`config.mk`:
```
export PLATFORM = sky130hd
export DESIGN_NAME = aes_dec_key_sched
export DESIGN_NICKNAME = d
export VERILOG_FILES = /design/src/rtl/aes_pkg.sv /design/src/rtl/aes_sbox.sv /design/src/rtl/aes_dec_key_sched.sv
export SDC_FILE = /design/constraint.sdc
export NUM_CORES = 2
export LEC_CHECK = 0
export CAP_MARGIN = 15
export CORE_ASPECT_RATIO = 0.9
export CORE_MARGIN = 3
export CORE_UTILIZATION = 45
export CTS_BUF_LIST = sky130_fd_sc_hd__clkbuf_4
export CTS_CLUSTER_SIZE = 30
export DETAILED_ROUTE_END_ITERATION = 7
export PLACE_DENSITY = 0.71
export SLEW_MARGIN = 20
export SYNTH_ARGS = -nofsm -noshare
export SYNTH_HDL_FRONTEND = slang
export SYNTH_SLANG_ARGS = --single-unit
export TNS_END_PERCENT = 30
```
`constraint.sdc`:
```
create_clock -name clk -period 23.8 [get_ports clk]
set_input_delay 3.57 -clock clk [delete_from_list [all_inputs] [get_ports clk]]
set_output_delay 3.57 -clock clk [all_outputs]
set_load 0.1 [all_outputs]
```
`src/rtl/aes_pkg.sv`:
```
// Shared AES-128 definitions: round constants, key-schedule FSM states and word helpers.
package aes_pkg;

  localparam int NUM_ROUNDS = 10;
  localparam logic [3:0] LAST_RND = 4'(NUM_ROUNDS);

  // Index r selects the constant for round r (1..10).
  localparam logic [1:NUM_ROUNDS][7:0] RCON = {
    8'h01, 8'h02, 8'h04, 8'h08, 8'h10, 8'h20, 8'h40, 8'h80, 8'h1b, 8'h36
  };

  typedef enum logic [1:0] {
    S_IDLE,
    S_EXPAND,
    S_READY
  } ks_state_e;

  function automatic logic [31:0] rot_word(input logic [31:0] w);
    return {w[23:0], w[31:24]};
  endfunction

endpackage

```
`src/rtl/aes_sbox.sv`:
```
// Combinational forward AES S-box, one byte in, one byte out.
module aes_sbox (
  input  logic [7:0] a,
  output logic [7:0] y
);

  // Entry 0 sits in the most significant byte of the first row.
  localparam logic [0:255][7:0] SBOX = {
    128'h637c777bf26b6fc53001672bfed7ab76,
    128'hca82c97dfa5947f0add4a2af9ca472c0,
    128'hb7fd9326363ff7cc34a5e5f171d83115,
    128'h04c723c31896059a071280e2eb27b275,
    128'h09832c1a1b6e5aa0523bd6b329e32f84,
    128'h53d100ed20fcb15b6acbbe394a4c58cf,
    128'hd0efaafb434d338545f9027f503c9fa8,
    128'h51a3408f929d38f5bcb6da2110fff3d2,
    128'hcd0c13ec5f974417c4a77e3d645d1973,
    128'h60814fdc222a908846eeb814de5e0bdb,
    128'he0323a0a4906245cc2d3ac629195e479,
    128'he7c8376d8dd54ea96c56f4ea657aae08,
    128'hba78252e1ca6b4c6e8dd741f4bbd8b8a,
    128'h703eb5664803f60e613557b986c11d9e,
    128'he1f8981169d98e949b1e87e9ce5528df,
    128'h8ca1890dbfe6426841992d0fb054bb16
  };

  assign y = SBOX[a];

endmodule

```
`src/rtl/aes_dec_key_sched.sv`:
```
// AES-128 key expansion (one round per cycle) serving round keys 10 down to 0 on request.
module aes_dec_key_sched
  import aes_pkg::*;
(
  input  logic         clk,
  input  logic         rst_n,
  input  logic [127:0] key_in,
  input  logic         vin,
  input  logic         key_req,
  output logic         busy,
  output logic         ready,
  output logic [127:0] round_key,
  output logic [3:0]   round_idx,
  output logic         vout,
  output logic         last
);

  ks_state_e    state, state_n;
  logic [3:0]   r, p;
  logic [127:0] rk [0:NUM_ROUNDS];
  logic [127:0] wk, nxt;
  logic [31:0]  rot, sub, w0, w1, w2, w3;
  logic         load, step, serve;

  assign load  = vin && (state != S_EXPAND);
  assign step  = (state == S_EXPAND);
  assign serve = (state == S_READY) && key_req && !vin;
  assign busy  = step;
  assign ready = (state == S_READY);

  // wk holds the most recently produced key, so the next round never needs rk[r-1].
  assign rot = rot_word(wk[31:0]);
  for (genvar i = 0; i < 4; i++) begin : g_sub
    aes_sbox u_sbox (.a(rot[8*i +: 8]), .y(sub[8*i +: 8]));
  end

  assign w0  = wk[127:96] ^ sub ^ {RCON[r], 24'h0};
  assign w1  = wk[95:64] ^ w0;
  assign w2  = wk[63:32] ^ w1;
  assign w3  = wk[31:0] ^ w2;
  assign nxt = {w0, w1, w2, w3};

  always_ff @(posedge clk) begin
    if (!rst_n) state <= S_IDLE;
    else        state <= state_n;
  end

  always_comb begin
    state_n = state;
    case (state)
      S_IDLE:   if (vin) state_n = S_EXPAND;
      S_EXPAND: if (r == LAST_RND) state_n = S_READY;
      S_READY:  if (vin) state_n = S_EXPAND;
      default:  state_n = S_IDLE;
    endcase
  end

  // Schedule storage carries no reset; it is only read once a full expansion completes.
  always_ff @(posedge clk) begin
    if (load) begin
      rk[0] <= key_in;
      wk    <= key_in;
    end else if (step) begin
      rk[r] <= nxt;
      wk    <= nxt;
    end
  end

  always_ff @(posedge clk) begin
    if (!rst_n) begin
      r         <= '0;
      p         <= LAST_RND;
      vout      <= 1'b0;
      last      <= 1'b0;
      round_key <= '0;
      round_idx <= '0;
    end else begin
      vout <= serve;
      last <= serve && (p == 4'd0);
      if (load)      r <= 4'd1;
      else if (step) r <= (r == LAST_RND) ? 4'd0 : r + 4'd1;
      if (step && r == LAST_RND) begin
        p <= LAST_RND;
      end else if (serve) begin
        round_key <= rk[p];
        round_idx <= p;
        p         <= (p == 4'd0) ? LAST_RND : p - 4'd1;
      end
    end
  end

endmodule

```
== After elaboration in Yosys (flattened, before gate mapping) ==
Memory sizes are Yosys's and may differ from the RTL's. A register that Yosys moved wholly into a read port is not among the register bits.
Index checks and enable logic that the tools add are counted.
Widths: inputs -> output; s select.

* Flip-flop bits (word level): 144
* Memory bits (writable): 1408
* Bits in read-only memories: 8320
* Word-level logic and storage cells: 82
* Memories: 6

* $add $sub $neg: 2
* $lt $le $gt $ge: 5
* Equality and inequality tests: 6
* Mux-type cells: 27
* Bitwise logic cells: 12
* Reductions and logical operators: 16

{| class="wikitable"
|+ Memory list
! name !! depth !! width !! rd ports !! clocked after Yosys merged registers in !! write ports !! line !! RTL
|-
| (no name shown) || 256 || 8 || 1 || 0 || 0 || aes_sbox.sv:27 || <nowiki>assign y = SBOX[a];</nowiki>
|-
| (no name shown) || 256 || 8 || 1 || 0 || 0 || aes_sbox.sv:27 ||
|-
| (no name shown) || 256 || 8 || 1 || 0 || 0 || aes_sbox.sv:27 ||
|-
| (no name shown) || 256 || 8 || 1 || 0 || 0 || aes_sbox.sv:27 ||
|-
| rk || 11 || 128 || 1 || 1 || 1 || aes_dec_key_sched.sv:20 || <nowiki>logic [127:0] rk [0:NUM_ROUNDS];</nowiki>
|-
| (no name shown) || 16 || 8 || 1 || 0 || 0 || aes_dec_key_sched.sv:37 || <nowiki>assign w0 = wk[127:96] ^ sub ^ {RCON[r], 24'h0};</nowiki>
|}

{| class="wikitable"
|+ Operators with widths
! cell !! count
|-
| $mux 128 || 3
|-
| $xor 32x32->32 || 5
|-
| $reduce_or 128->1 || 1
|-
| $mux 8 || 10
|-
| $ge 9x9->1 const B || 4
|-
| $not 8->9 || 4
|-
| $mux 4 || 3
|-
| $mux 1 || 8
|-
| $ne 2x1->1 const B || 3
|-
| $reduce_or 2->1 || 3
|-
| $ge 5x5->1 const B || 1
|-
| $logic_and 1x1->1 || 5
|-
| $not 4->5 || 1
|-
| $add 4x1->4 const B || 1
|-
| $eq 4x4->1 const B || 1
|-
| $logic_not 4->1 || 1
|-
| $mux 2 || 2
|-
| $pmux 2 s2 || 1
|-
| $reduce_and 2->1 || 2
|-
| $sub 4x1->4 const B || 1
|-
| $eq 2x1->1 const B || 1
|-
| $eq 2x2->1 const B || 1
|-
| $logic_not 1->1 || 2
|-
| $logic_not 2->1 || 1
|-
| 2 further kinds || 3
|}

== Depth between registers and ports, before layout ==
* Depth in word-level cells: 11
* Mapped depth: 15
* Mapped depth without buffers: 11

== Cells and area by module ==
From an unflattened synthesis, not the netlist that was laid out.

* Cell total of the unflattened synthesis: 6583
* Area total of the unflattened synthesis: 79706.4 sq um

{| class="wikitable"
|+ Modules (own cells, without submodules)
! module !! times used !! cells an instance !! area each (sq um) !! seq. area each (sq um)
|-
| aes_dec_key_sched || 1 || 4555 || 66989.2 || 49007.0
|-
| aes_sbox || 4 || 507 || 3179.3 || 0.0
|}

== Least setup slack after synthesis ==
Ideal clock, no wire load.

* Path type: reg2reg
* Start: reg state[1]
* End: mem rk[2][0] (enable)
* Arrival: 12.911 ns
* Slack: 9.960 ns
* Stages on the path, launching flop included: 6
* Buffers on the path: 1
* Cells stage by stage: dfxtp_1 -> nand2b_1 -> clkbuf_1 -> clkinv_1 -> nand2_1 -> nor4_1

* Word-level cells in the longest chain between the ends: 6

{| class="wikitable"
|+ RTL lines
! what !! line !! RTL
|-
| start, declared || aes_dec_key_sched.sv:18 || <nowiki>ks_state_e state, state_n;</nowiki>
|-
| start signal, assigned || aes_dec_key_sched.sv:45 || <nowiki>else state <= state_n;</nowiki>
|-
| $eq 2x1->1 / $ne 2x1->1 (equally long branches) || aes_dec_key_sched.sv:26, aes_dec_key_sched.sv:25 ||
|-
| $mux 1 / $logic_and 1x1->1 (equally long branches) || aes_dec_key_sched.sv:63, aes_dec_key_sched.sv:25 ||
|-
| $mux 1 || aes_dec_key_sched.sv:60 || <nowiki>if (load) begin</nowiki>
|-
| $mux 1 (not written as such) || aes_dec_key_sched.sv:64 || <nowiki>rk[r] <= nxt;</nowiki>
|-
| $reduce_or 128->1 (no source line) || - ||
|-
| $mux 4 (no source line) / $mux 1 (equally long branches) || - ||
|-
| end, declared || aes_dec_key_sched.sv:20 ||
|}

Several ways; a longest one is shown, not always the timed one.

== Worst setup path in the final report ==
* Start: reg state[0]
* End: out busy

* Word-level cells in the longest chain between the ends: 1

{| class="wikitable"
|+ RTL lines
! what !! line !! RTL
|-
| $eq 2x1->1 || aes_dec_key_sched.sv:26 || <nowiki>assign step = (state == S_EXPAND);</nowiki>
|-
| end, declared || aes_dec_key_sched.sv:10 || <nowiki>output logic busy,</nowiki>
|}

No other way between the ends.

==> metrics.yaml <==
run_status:
  status: "completed"
worst_setup_path:
  path_cells: "nand2b_4 > inv_2 > clkdlybuf4s50_1"
  reg2reg_from: "wk[0]"
  criticalPathCategory: "reg -> out"
  worst-path-max-fanout: 5
  cp_top_family: "buffers and inverters"
  required_ns: 20.23
  slowest_delay_ns: 1.15
  path_buf_inv: 2
  endpoint_kind: "output port"
  slowest_stage: "clkdlybuf4s50_1"
  crit_start: "state[0]"
  setup.worst_path.start_class: "register"
  critPathArrivalTime_ns: 3.11
cells_and_area:
  finalNetCount: 6652
  final_core_util_pct: 51.3
  seq_area_um2: 49000
  syn2layout_area_growth_pct: 12.6
  drive_gt1_share_pct: 20.9
  multi_input_area_um2: 30500
  fill_cells: 15000
synthesis:
  postSynthCellCount: 6144
  synth_edf_count: 1536
  synth_nets: 6339
  synth_seq_area_share_pct: 59.8
  yosysUniqueCellTypes: 107
  yosysMostFrequentCell: "edfxtp_1"
  synth_flop_cell: "edfxtp_1"
  post_synth_most_frequent_cells: "edfxtp_1 (1,536), nand2_1 (654), clkbuf_1 (344), o21ai_0 (320), mux4_2 (314)"
  yosysTopAreaCell: "edfxtp_1"
  ys_warn_count: 0
  ys_async_sr_fraction_pct: 0
  avgSynthCellArea_um2: 13.3
  synth_top_cells_by_area: "edfxtp_1 (56%), mux4_2 (8.6%), dfxtp_1 (3.5%)"
  ys_seq_elements: 1680
  netlist_area_um2: 81900
  synth_top_cell_area_share_pct: 56.3
clocking:
  ctsHtreeMaxLevel: 5
  cts_root_buffer: "clkbuf_4"
  cts_setup_buffers: 0
  hold_buffers: 0
  clock_latency_ns: 1.39
  clk_path_buf_depth: 4
  cts_made_buffers: 419
  cts_num_sinks: 1680
  post_cts_resized: 0
  cts_tree: "done"
  clk_pin_slew_worst_paths_ns: 0.07
die:
  io_pins: 268
  die_width_um: 456
  core_area_um2: 180000
  initial_core_util_pct: 45.6
  die_area_um2: 187000
  die_y_um: 411
  rows: 147
grt:
  grt_pass1_wl_mm: 384
  overflow: 0
  antenna_found_initial: 20
  grt_pass1_vias: 56400
  grt_max_degree: 176
  grt_usage_pct: 27.6
drt:
  first_iter_violations: 8125
  routed.top_layer: "met4"
  dr_wl_met2_mm: 120
  vias: 58100
  wl_per_cell_um: 28.7
  wl_mm: 264
  firstDrtPassIters: 6
  dr_wl_met3_mm: 26.5
  wl_met1_mm: 106
  drc: 0
  ant_nets: 0
  drt-vias-per-instance: 6.31
sta:
  fin_skew_ns: 0.125
  grt_setup_unrepaired: "false"
  slew_violations: 0
  period_minus_slack_ns: 6.68
  fmax_ghz: 0.150
  setup_viol: 0
  tightest_slew_ns: 1.15
  max-slew-margin-rel_pct: 22.9
  timing.final.crit_share_pct: 28.1
  finalHoldViolations: 0
  setup_tns_ns: 0
placement:
  dpl.hpwl_mm: 164
  io_buffers: 267
  gp_congestion: 0.985
pwr:
  powerDensity_nw_per_um2: 132
  ir_drop_uv: 82.5
  total_leakage_power_nw: 30.1
min_path:
  hp-class: "reg -> reg"
  min_from: "round_key[13]"
flow_run:
  drv_cap: 0
-- worst register-to-register path, stage by stage, from the launching register on --
cell,delay (ns)
edfxtp_1,0.34
buf_4,0.37
clkinv_1,0.50
ha_1,0.84
nand2b_1,0.32
a32o_1,0.33
o21ai_0,0.16
a211oi_1,0.06
o31ai_1,0.74
xor2_1,0.75
xor2_1,0.37
xnor2_1,0.15
o21ai_1,0.89
-- final timing paths --
| kind | endpoint | slack, ns | cells past startpoint |
|---|---|---|---|
| min | round_key[13] | 0.47 | 2 |
| max | busy | 17.12 | 3 |
| max reg2reg | rk[10][15] | 17.54 | 12 |
| min reg2reg | round_key[13] | 0.47 | 2 |
-- per-stage QoR --
stage	cell area (µm²)	cells	worst slack, ns	power (mW)	hold WS, ns
finish	92200	9203	17.12	12.2	0.466
global route	92200	9197	16.96	12.7	0.487
CTS	92100	9172	17.00	12.0	0.468
detailed placement	86700	8417	16.28	9.59	0.459
global placement	86700	8417	16.43	9.54	0.454
floorplan	81900	6144	9.96	7.73	0.526
-- layer usage --
metal / vias to the layer above / GRT usage [%]
met4: 0 / 12.0
met3: 548 / 6.73
met1: 29100 / 37.6
li1: 24900 / -
met5: - / 0
met2: 3482 / 42.1
-- sequential cells by signal, summed over array words and instances, names as in the netlist --
name	count
p	4
rk	1408
wk	128
round_key	128
vout	1
last	1
r	4
round_idx	4
state	2
-- logic make-up (layout without fill, tap and decap cells) --
logic type	count (synthesis)	after routing	synth area share [%]
xor gates and xnor gates	176	176	2.26
DFF	1680	1680	59.8
and+or+nand+nor	1535	1535	8.89
adders and majority gates	63	63	0.962
muxes	610	610	12.5
AOI/OAI and AO/OA	1479	1479	12.4
buffers and inverters	601	1248	3.15
other	0	28	0
-- where the power goes --
| group | internal (mW) | switching [mW] | leakage [nW] |
|---|---|---|---|
| Sequential | 3.97 | 0.130 | 15.3 |
| Combinational | 1.80 | 3.85 | 11.6 |
| Clock | 1.26 | 1.14 | 3.21 |
-- layout make-up --
class / count / area share [%]
Multi-Input combinational cell: 3863 / 33.1
Antenna cell: 28 / 0.0760
Inverter: 57 / 0.232
Tap cell: 2384 / 3.24
Clock inverter: 113 / 0.581
Sequential cell: 1680 / 53.2
Clock buffer: 642 / 5.23
Timing Repair Buffer: 436 / 4.39
-- placed cells by master, fill, tap and decap left out, types with 76 or more instances in the layout --
master           count
o21ai_0            269
buf_4              169
mux2_2             154
clkinv_1            94
nand2_1            652
nor2b_1            105
mux2i_1            139
o211ai_1           251
nand2b_1            93
a21oi_1            221
nor3_1             110
mux4_2             314
edfxtp_1          1536
nand3_1             76
xnor2_1             96
nor2_1             228
clkbuf_4           643
a21boi_0           137
dfxtp_1            140
clkdlybuf4s50_1    254
Note: power is estimated with default switching activity, not from simulation.
